**config.mk**
```make
export PLATFORM = sky130hd
export DESIGN_NAME = icache_linefill_responder
export DESIGN_NICKNAME = d
export VERILOG_FILES = /design/src/rtl/icache_linefill_responder_pkg.sv /design/src/rtl/icache_lf_beat_sender.sv /design/src/rtl/icache_linefill_responder.sv
export SDC_FILE = /design/constraint.sdc
export NUM_CORES = 1
export LEC_CHECK = 0
export ABC_AREA = 1
export BUFFER_PORTS_ARGS = -buffer_cell sky130_fd_sc_hd__clkbuf_2
export CAP_MARGIN = 10
export CORE_AREA = 10 10 323 325
export DETAILED_ROUTE_END_ITERATION = 10
export DIE_AREA = 0 0 333 335
export HOLD_SLACK_MARGIN = 0.05
export PLACE_DENSITY = 0.54
export SLEW_MARGIN = 10
export SYNTH_ARGS = -nofsm -noshare
export SYNTH_HDL_FRONTEND = slang
export SYNTH_SLANG_ARGS = --single-unit
```
**constraint.sdc**
```tcl
create_clock -name clk -period 5.1 [get_ports clk]
set_clock_uncertainty 0.1 [all_clocks]
set_input_delay 1.02 -clock clk [delete_from_list [all_inputs] [get_ports clk]]
set_output_delay 1.02 -clock clk [all_outputs]
set_load 0.03 [all_outputs]
```
**src/rtl/icache_linefill_responder_pkg.sv**
```systemverilog
// Shared types and constants for the icache linefill responder.
// Opcode, beat geometry and tracking-table entry layout.
package icache_linefill_responder_pkg;

  localparam int LF_ADDR_W  = 32;
  localparam int LF_ENTRY_W = 3;
  localparam int LF_LINE_W  = 512;
  localparam int LF_BEAT_W  = 256;
  localparam int LF_OPC_W   = 4;

  localparam int LF_BEAT_NUM = LF_LINE_W / LF_BEAT_W;

  localparam logic [LF_OPC_W-1:0] LF_DONE_OPCODE = 4'h6;

  typedef struct packed {
    logic [LF_ADDR_W-1:0]  addr;
    logic [LF_ENTRY_W-1:0] entry_id;
  } lf_entry_t;

  typedef enum logic [1:0] {
    LF_IDLE = 2'd0,
    LF_SEND = 2'd1,
    LF_RESP = 2'd2
  } lf_state_e;

endpackage

```
**src/rtl/icache_lf_beat_sender.sv**
```systemverilog
// Line buffer and beat sequencer: latches one memory line,
// streams it as rxdat beats, then issues one txrsp completion.
module icache_lf_beat_sender
  import icache_linefill_responder_pkg::*;
#(
  parameter int ENTRY_W = 3,
  parameter int LINE_W  = 512,
  parameter int BEAT_W  = 256,
  parameter int OPC_W   = 4,
  localparam int BEAT_NUM = LINE_W / BEAT_W,
  localparam int BEAT_IW  = $clog2(BEAT_NUM)
) (
  input  logic               clk,
  input  logic               rst_n,
  input  logic               mem_rsp_vld,
  output logic               mem_rsp_rdy,
  input  logic [LINE_W-1:0]  mem_rsp_data,
  input  logic [ENTRY_W-1:0] line_id,
  output logic               rxdat_vld,
  input  logic               rxdat_rdy,
  output logic [BEAT_W-1:0]  rxdat_data,
  output logic [ENTRY_W-1:0] rxdat_entry_id,
  output logic [BEAT_IW-1:0] rxdat_beat,
  output logic               rxdat_last,
  output logic               txrsp_vld,
  input  logic               txrsp_rdy,
  output logic [OPC_W-1:0]   txrsp_opcode,
  output logic               retire
);

  localparam logic [BEAT_IW-1:0] LAST_BEAT =
    BEAT_IW'(BEAT_NUM - 1);

  lf_state_e          state_q, state_d;
  logic [LINE_W-1:0]  line_q, line_d;
  logic [ENTRY_W-1:0] id_q, id_d;
  logic [BEAT_IW-1:0] beat_q, beat_d;
  logic               last_q, last_d;
  logic               rx_vld_q, rx_vld_d;
  logic               tx_vld_q, tx_vld_d;
  logic               rsp_rdy_q, rsp_rdy_d;
  logic [OPC_W-1:0]   opc_q, opc_d;

  // Next-state and registered-output computation
  always_comb begin
    state_d = state_q;
    line_d  = line_q;
    id_d    = id_q;
    beat_d  = beat_q;
    unique case (state_q)
      LF_IDLE: begin
        if (mem_rsp_vld) begin
          state_d = LF_SEND;
          line_d  = mem_rsp_data;
          id_d    = line_id;
          beat_d  = '0;
        end
      end
      LF_SEND: begin
        if (rxdat_rdy) begin
          if (beat_q == LAST_BEAT) begin
            state_d = LF_RESP;
          end else begin
            beat_d = beat_q + 1'b1;
          end
        end
      end
      LF_RESP: begin
        if (txrsp_rdy) state_d = LF_IDLE;
      end
      default: state_d = LF_IDLE;
    endcase
    rx_vld_d  = (state_d == LF_SEND);
    tx_vld_d  = (state_d == LF_RESP);
    rsp_rdy_d = (state_d == LF_IDLE);
    last_d    = rx_vld_d && (beat_d == LAST_BEAT);
    opc_d     = tx_vld_d ? OPC_W'(LF_DONE_OPCODE) : '0;
  end

  // FSM state, line buffer and output registers
  always_ff @(posedge clk or negedge rst_n) begin
    if (!rst_n) begin
      state_q   <= LF_IDLE;
      line_q    <= '0;
      id_q      <= '0;
      beat_q    <= '0;
      last_q    <= 1'b0;
      rx_vld_q  <= 1'b0;
      tx_vld_q  <= 1'b0;
      rsp_rdy_q <= 1'b1;
      opc_q     <= '0;
    end else begin
      state_q   <= state_d;
      line_q    <= line_d;
      id_q      <= id_d;
      beat_q    <= beat_d;
      last_q    <= last_d;
      rx_vld_q  <= rx_vld_d;
      tx_vld_q  <= tx_vld_d;
      rsp_rdy_q <= rsp_rdy_d;
      opc_q     <= opc_d;
    end
  end

  assign mem_rsp_rdy    = rsp_rdy_q;
  assign rxdat_vld      = rx_vld_q;
  assign rxdat_data     = line_q[beat_q*BEAT_W +: BEAT_W];
  assign rxdat_entry_id = id_q;
  assign rxdat_beat     = beat_q;
  assign rxdat_last     = last_q;
  assign txrsp_vld      = tx_vld_q;
  assign txrsp_opcode   = opc_q;
  assign retire         = tx_vld_q & txrsp_rdy;

endmodule

```
**src/rtl/icache_linefill_responder.sv**
```systemverilog
// Linefill responder: in-order request table feeding memory reads,
// with line return delegated to the beat sender.
module icache_linefill_responder
  import icache_linefill_responder_pkg::*;
#(
  parameter int ADDR_W  = LF_ADDR_W,
  parameter int ENTRY_W = LF_ENTRY_W,
  parameter int LINE_W  = LF_LINE_W,
  parameter int BEAT_W  = LF_BEAT_W,
  parameter int OPC_W   = LF_OPC_W,
  parameter int DEPTH   = 4,
  localparam int BEAT_NUM = LINE_W / BEAT_W,
  localparam int BEAT_IW  = $clog2(BEAT_NUM)
) (
  input  logic               clk,
  input  logic               rst_n,
  input  logic               req_vld,
  output logic               req_rdy,
  input  logic [ADDR_W-1:0]  req_addr,
  input  logic [ENTRY_W-1:0] req_entry_id,
  output logic               mem_req_vld,
  input  logic               mem_req_rdy,
  output logic [ADDR_W-1:0]  mem_req_addr,
  input  logic               mem_rsp_vld,
  output logic               mem_rsp_rdy,
  input  logic [LINE_W-1:0]  mem_rsp_data,
  output logic               rxdat_vld,
  input  logic               rxdat_rdy,
  output logic [BEAT_W-1:0]  rxdat_data,
  output logic [ENTRY_W-1:0] rxdat_entry_id,
  output logic [BEAT_IW-1:0] rxdat_beat,
  output logic               rxdat_last,
  output logic               txrsp_vld,
  input  logic               txrsp_rdy,
  output logic [OPC_W-1:0]   txrsp_opcode,
  output logic               err_dup_id
);

  localparam int IDX_W = $clog2(DEPTH);
  localparam int PTR_W = IDX_W + 1;
  localparam logic [ADDR_W-1:0] OFF_MASK =
    ADDR_W'(LINE_W / 8 - 1);

  logic [DEPTH-1:0][ADDR_W-1:0]  tbl_addr_q, tbl_addr_d;
  logic [DEPTH-1:0][ENTRY_W-1:0] tbl_id_q, tbl_id_d;
  logic [DEPTH-1:0]              tbl_vld_q, tbl_vld_d;
  logic [PTR_W-1:0] wr_ptr_q, wr_ptr_d;
  logic [PTR_W-1:0] iss_ptr_q, iss_ptr_d;
  logic [PTR_W-1:0] ret_ptr_q, ret_ptr_d;
  logic             err_dup_q, err_dup_d;

  logic [PTR_W-1:0] count;
  logic [IDX_W-1:0] wr_idx, iss_idx, ret_idx;
  logic             accept, issue, retire, dup_hit;

  assign wr_idx  = wr_ptr_q[IDX_W-1:0];
  assign iss_idx = iss_ptr_q[IDX_W-1:0];
  assign ret_idx = ret_ptr_q[IDX_W-1:0];
  assign count   = wr_ptr_q - ret_ptr_q;

  assign req_rdy      = (count != PTR_W'(DEPTH));
  assign accept       = req_vld & req_rdy;
  assign mem_req_vld  = (iss_ptr_q != wr_ptr_q);
  assign mem_req_addr = tbl_addr_q[iss_idx] & ~OFF_MASK;
  assign issue        = mem_req_vld & mem_req_rdy;
  assign err_dup_id   = err_dup_q;

  // Incoming id collides with any still-outstanding entry
  always_comb begin
    dup_hit = 1'b0;
    for (int i = 0; i < DEPTH; i++) begin
      if (tbl_vld_q[i] && (tbl_id_q[i] == req_entry_id)) begin
        dup_hit = 1'b1;
      end
    end
  end

  // Table writes, pointer advance and sticky duplicate flag
  always_comb begin
    tbl_addr_d = tbl_addr_q;
    tbl_id_d   = tbl_id_q;
    tbl_vld_d  = tbl_vld_q;
    wr_ptr_d   = wr_ptr_q;
    iss_ptr_d  = iss_ptr_q;
    ret_ptr_d  = ret_ptr_q;
    err_dup_d  = err_dup_q;
    if (accept) begin
      tbl_addr_d[wr_idx] = req_addr;
      tbl_id_d[wr_idx]   = req_entry_id;
      tbl_vld_d[wr_idx]  = 1'b1;
      wr_ptr_d           = wr_ptr_q + 1'b1;
      if (dup_hit) err_dup_d = 1'b1;
    end
    if (issue) iss_ptr_d = iss_ptr_q + 1'b1;
    if (retire) begin
      tbl_vld_d[ret_idx] = 1'b0;
      ret_ptr_d          = ret_ptr_q + 1'b1;
    end
  end

  // Tracking table and pointer registers
  always_ff @(posedge clk or negedge rst_n) begin
    if (!rst_n) begin
      tbl_addr_q <= '0;
      tbl_id_q   <= '0;
      tbl_vld_q  <= '0;
      wr_ptr_q   <= '0;
      iss_ptr_q  <= '0;
      ret_ptr_q  <= '0;
      err_dup_q  <= 1'b0;
    end else begin
      tbl_addr_q <= tbl_addr_d;
      tbl_id_q   <= tbl_id_d;
      tbl_vld_q  <= tbl_vld_d;
      wr_ptr_q   <= wr_ptr_d;
      iss_ptr_q  <= iss_ptr_d;
      ret_ptr_q  <= ret_ptr_d;
      err_dup_q  <= err_dup_d;
    end
  end

  icache_lf_beat_sender #(
    .ENTRY_W (ENTRY_W),
    .LINE_W  (LINE_W),
    .BEAT_W  (BEAT_W),
    .OPC_W   (OPC_W)
  ) u_sender (
    .clk            (clk),
    .rst_n          (rst_n),
    .mem_rsp_vld    (mem_rsp_vld),
    .mem_rsp_rdy    (mem_rsp_rdy),
    .mem_rsp_data   (mem_rsp_data),
    .line_id        (tbl_id_q[ret_idx]),
    .rxdat_vld      (rxdat_vld),
    .rxdat_rdy      (rxdat_rdy),
    .rxdat_data     (rxdat_data),
    .rxdat_entry_id (rxdat_entry_id),
    .rxdat_beat     (rxdat_beat),
    .rxdat_last     (rxdat_last),
    .txrsp_vld      (txrsp_vld),
    .txrsp_rdy      (txrsp_rdy),
    .txrsp_opcode   (txrsp_opcode),
    .retire         (retire)
  );

  // Memory data must belong to an issued, unretired line
  a_rsp_has_owner: assert property (
    @(posedge clk) disable iff (!rst_n)
    mem_rsp_vld |-> (iss_ptr_q != ret_ptr_q)
  );

endmodule

```
==> impl_metrics.py <==
metrics = {
    "power_and_ir_drop": {
        "p_sw_share_pct": 49.13,
        "seq_power_share_pct": 31.3,
        "peakVddDrop_v": 0.0004039,
        "p_per_area_nw_per_um2": 779.6,
        "power_frac_clock_pct": 19.9,
        "combPwrFrac_pct": 48.8,
        "switchingPower_uw": 14270,
        "p_leak_uw": 0.02151,
        "p_int_uw": 14770,
    },
    "floorplan": {
        "die_h_um": 335,
        "start_util_pct": 29.94,
        "io-pin-count": 857,
        "core_sq_um": 97840,
        "row_count": 115,
        "fp.dieW_um": 333,
        "dieArea_sq_um": 111600,
    },
    "global_route": {
        "grt_pass1_vias": 27240,
        "gr-total-overflow": 0,
        "grt.total_usage_pct": 20.61,
        "grt_pass1_wl_mm": 176.4,
        "grt_max_degree": 146,
        "antenna_found_initial": 35,
    },
    "clock_tree": {
        "cts-root-buf": "clkbuf_16",
        "cts_tree": "done",
        "cts_resized": 0,
        "clk_pin_slew_ns": 0.06,
        "postCtsSetupRepairBufs": 0,
        "ctsHoldBuffers": 0,
        "cts_htree_levels": 3,
        "cts-buffers-inserted": 79,
        "clock_sinks": 652,
        "clockBufferDepth": 3,
        "worstSkewPairLatency_ns": 0.66,
    },
    "critical_path": {
        "cpMaxStageDelayCell": "dfrtp_4",
        "reg2reg_setup_slack_ns": 2.01,
        "worst_r2r_path_depth": 11,
        "r2r-start": "ret_ptr_q[1]$_DFFE_PN0P_",
        "path_cells": "inv_8 -> buf_12 -> nand2_1 -> nand2_1 -> clkbuf_2",
        "crit_end": "rxdat_data[100]",
        "arrival_ns": 3.15,
        "crit_path_max_incr_delay_ns": 0.73,
        "required_ns": 3.98,
        "cp_num_buf_inv": 3,
        "cp_common_cell": "nand2_1",
        "worstSetupPathType": "register to output pin",
        "worstSetupStartpointType": "register",
        "cp.depth": 5,
        "cp_top_family": "buffers and inverters",
        "r2r-end": "tbl_addr_q[102]$_DFFE_PN0P_",
        "critPathCaptureType": "output pin",
        "cp-startpoint": "u_sender.rxdat_beat$_DFF_PN0_",
        "cp_max_fo": 107,
    },
    "sta": {
        "slew_headroom_pct": 26.17,
        "fmax_ghz": 0.2342,
        "drv_slew": 0,
        "period_share_pct": 83.71,
        "setup-tns-final_ns": 0,
        "finalHoldViolations": 0,
        "worstMarginPinSlew_ns": 1.108,
        "finalSetupViolCount": 0,
        "grt_setup_unrepaired": "false",
        "post-route-min-period_ns": 4.269,
    },
    "yosys": {
        "syn_inst": 3859,
        "synth_xor_area_share_pct": 0.2691,
        "synthArstFlopShare_pct": 100.0,
        "synth_ff_type": "dfrtp_1",
        "synth_top_family_by_area": "simple AND/OR/NAND/NOR gates",
        "synth_fa_ha_area_share_pct": 0.4698,
        "synth-simple-area-share_pct": 36.82,
        "ys_ff_latch": 652,
        "yosys-top-cells-area": "dfrtp_1 56%, nand2_1 33%, nand4_1 2.5%",
        "synth_mux_area_share_pct": 0,
        "synth_warnings": 0,
        "synth_cell_types": 27,
        "yosysTopAreaCell": "dfrtp_1",
        "synth_compound_area_share_pct": 2.067,
        "synth-edff-count": 0,
        "avgSynthCellArea_sq_um": 7.591,
        "synthMostInstantiatedCell": "nand2_1",
        "synth_commonest_cells": "2577 x nand2_1, 651 x dfrtp_1, 128 x buf_2, 117 x nand4_1, 78 x clkbuf_1",
        "synth_seq_area_share_pct": 55.70,
        "syn-cell-area_sq_um": 29290,
        "synth_top_area_share_pct": 55.61,
    },
    "detailed_routing": {
        "wl_mm": 119.6,
        "via_count": 27300,
        "drt-vias-per-instance": 4.587,
        "dr.pass1.iters": 5,
        "drc": 0,
        "drt_iter0_drc": 2389,
        "postRouteAntennaNets": 0,
        "wire_per_inst_um": 20.10,
    },
    "run": {
        "cap_violations": 0,
    },
    "status": {
        "status": "complete, no violations",
    },
    "placement": {
        "portBuffers": 842,
        "dp_hpwl_mm": 85.34,
        "routabilityCongestion": 0.9151,
        "placed_area_sq_um": 34560,
    },
    "finish": {
        "drive_gt1_share_pct": 22.30,
        "fin_util_pct": 38.06,
        "area_delta_synth_final_pct": 27.14,
        "n_fill_cell": 10420,
        "nNetsFinal": 5156,
        "stdcell_area_sq_um": 37240,
    },
    "min_path": {
        "hold_class": "input pin to asynchronous set/reset pin",
    },
}
## cells by family (layout without fill, tap and decap cells)
logic type | count (synthesis) | in the layout
simple gates | 2782 | 2782
flops | 652 | 652
buf+inv | 292 | 1080
compound gates | 112 | 112
fa+ha+maj | 11 | 11
xor+xnor | 9 | 9
other cells | 1 | 19
## registers in the layout (all words and copies together) (netlist names)
name and flops:
u_sender.line_q 512, tbl_addr_q 104, tbl_id_q 12, tbl_vld_q 4
iss_ptr_q 3, ret_ptr_q 3, u_sender.rxdat_entry_id 3, wr_ptr_q 3
u_sender.state_q 2, err_dup_id 1, u_sender.mem_rsp_rdy 1, u_sender.rxdat_beat 1
u_sender.rxdat_last 1, u_sender.rxdat_vld 1, u_sender.txrsp_opcode 1
## routing by layer
metal | vias to the layer above | wire, um | share of wire (%) | GRT usage, %
li1 | 13300 | - | - | -
met1 | 12870 | 48400 | 40 | 25.24
met2 | 881 | 58270 | 49 | 33.89
met3 | 217 | 8636 | 7.2 | 6.085
met4 | 38 | 4100 | 3.4 | 7.991
met5 | - | 234 | 0.20 | 0
## worst min-delay path by stage
stage / to / slack (ns) / cells past startpoint
after CTS: u_sender.line_q[184]$_DFFE_PN0P_ / 0.30 / 1
after global placement: tbl_addr_q[46]$_DFFE_PN0P_ / 0.35 / 2
after detailed placement: tbl_addr_q[53]$_DFFE_PN0P_ / 0.35 / 2
after floorplan: tbl_addr_q[70]$_DFFE_PN0P_ / 0.34 / 2
after global routing: u_sender.line_q[242]$_DFFE_PN0P_ / 0.32 / 1
final: u_sender.line_q[242]$_DFFE_PN0P_ / 0.28 / 1
## power by group through the flow
stage          combinational [uW]  sequential (uW)  clock (uW)
5_1_grt                     15500             9390        6110
2_1_floorplan                9620             8740           0
3_3_place_gp                14200             9070           0
4_1_cts                     14400             9070        5900
3_5_place_dp                14400             9110           0
6_report                    14200             9090        5770
## layout make-up
class                      instances  area [sq um]  share of cell area (%)
antenna                           11         27.53                 0.07391
timing repair buffer             894          4792                   12.87
inverter                          42         172.7                  0.4636
multi-input combinational       2922         11660                   31.31
tap                             1287          1610                   4.324
sequential                       652         16320                   43.82
clock inverter                    29         312.8                  0.8399
clock buffer                     115          2345                   6.296
## per-stage QoR
stage / power (uW) / cells / setup slack, ns / hold WS [ns]
global placement: 23310 / 5797 / 1.532 / 0.3483
detailed placement: 23460 / 5797 / 1.545 / 0.3528
floorplan: 18360 / 3866 / 2.410 / 0.3366
CTS: 29360 / 5941 / 0.8044 / 0.2968
finish: 29030 / 5952 / 0.8310 / 0.2808
global route: 31040 / 5950 / 0.6723 / 0.3213
## placed cells by master, fill, tap and decap left out, types with 3 or more instances in the layout
master,synthesis,final
nand2_1,2577,2577
clkbuf_2,0,840
dfrtp_1,651,650
nand4_1,117,117
clkbuf_16,0,81
nor2_1,72,72
o21ai_0,65,65
buf_4,23,39
inv_1,39,38
o22ai_1,26,26
clkbuf_8,0,19
clkinv_2,0,16
a21oi_1,15,15
clkbuf_1,78,15
buf_12,0,14
diode_2,0,11
nand3_1,10,10
conb_1,1,8
ha_1,11,7
xnor2_1,5,5
xor2_1,4,4
ha_2,0,4
bufinv_16,0,4
a31oi_1,3,3
clkinvlp_4,0,3
Power figures use the tool's default switching activity.
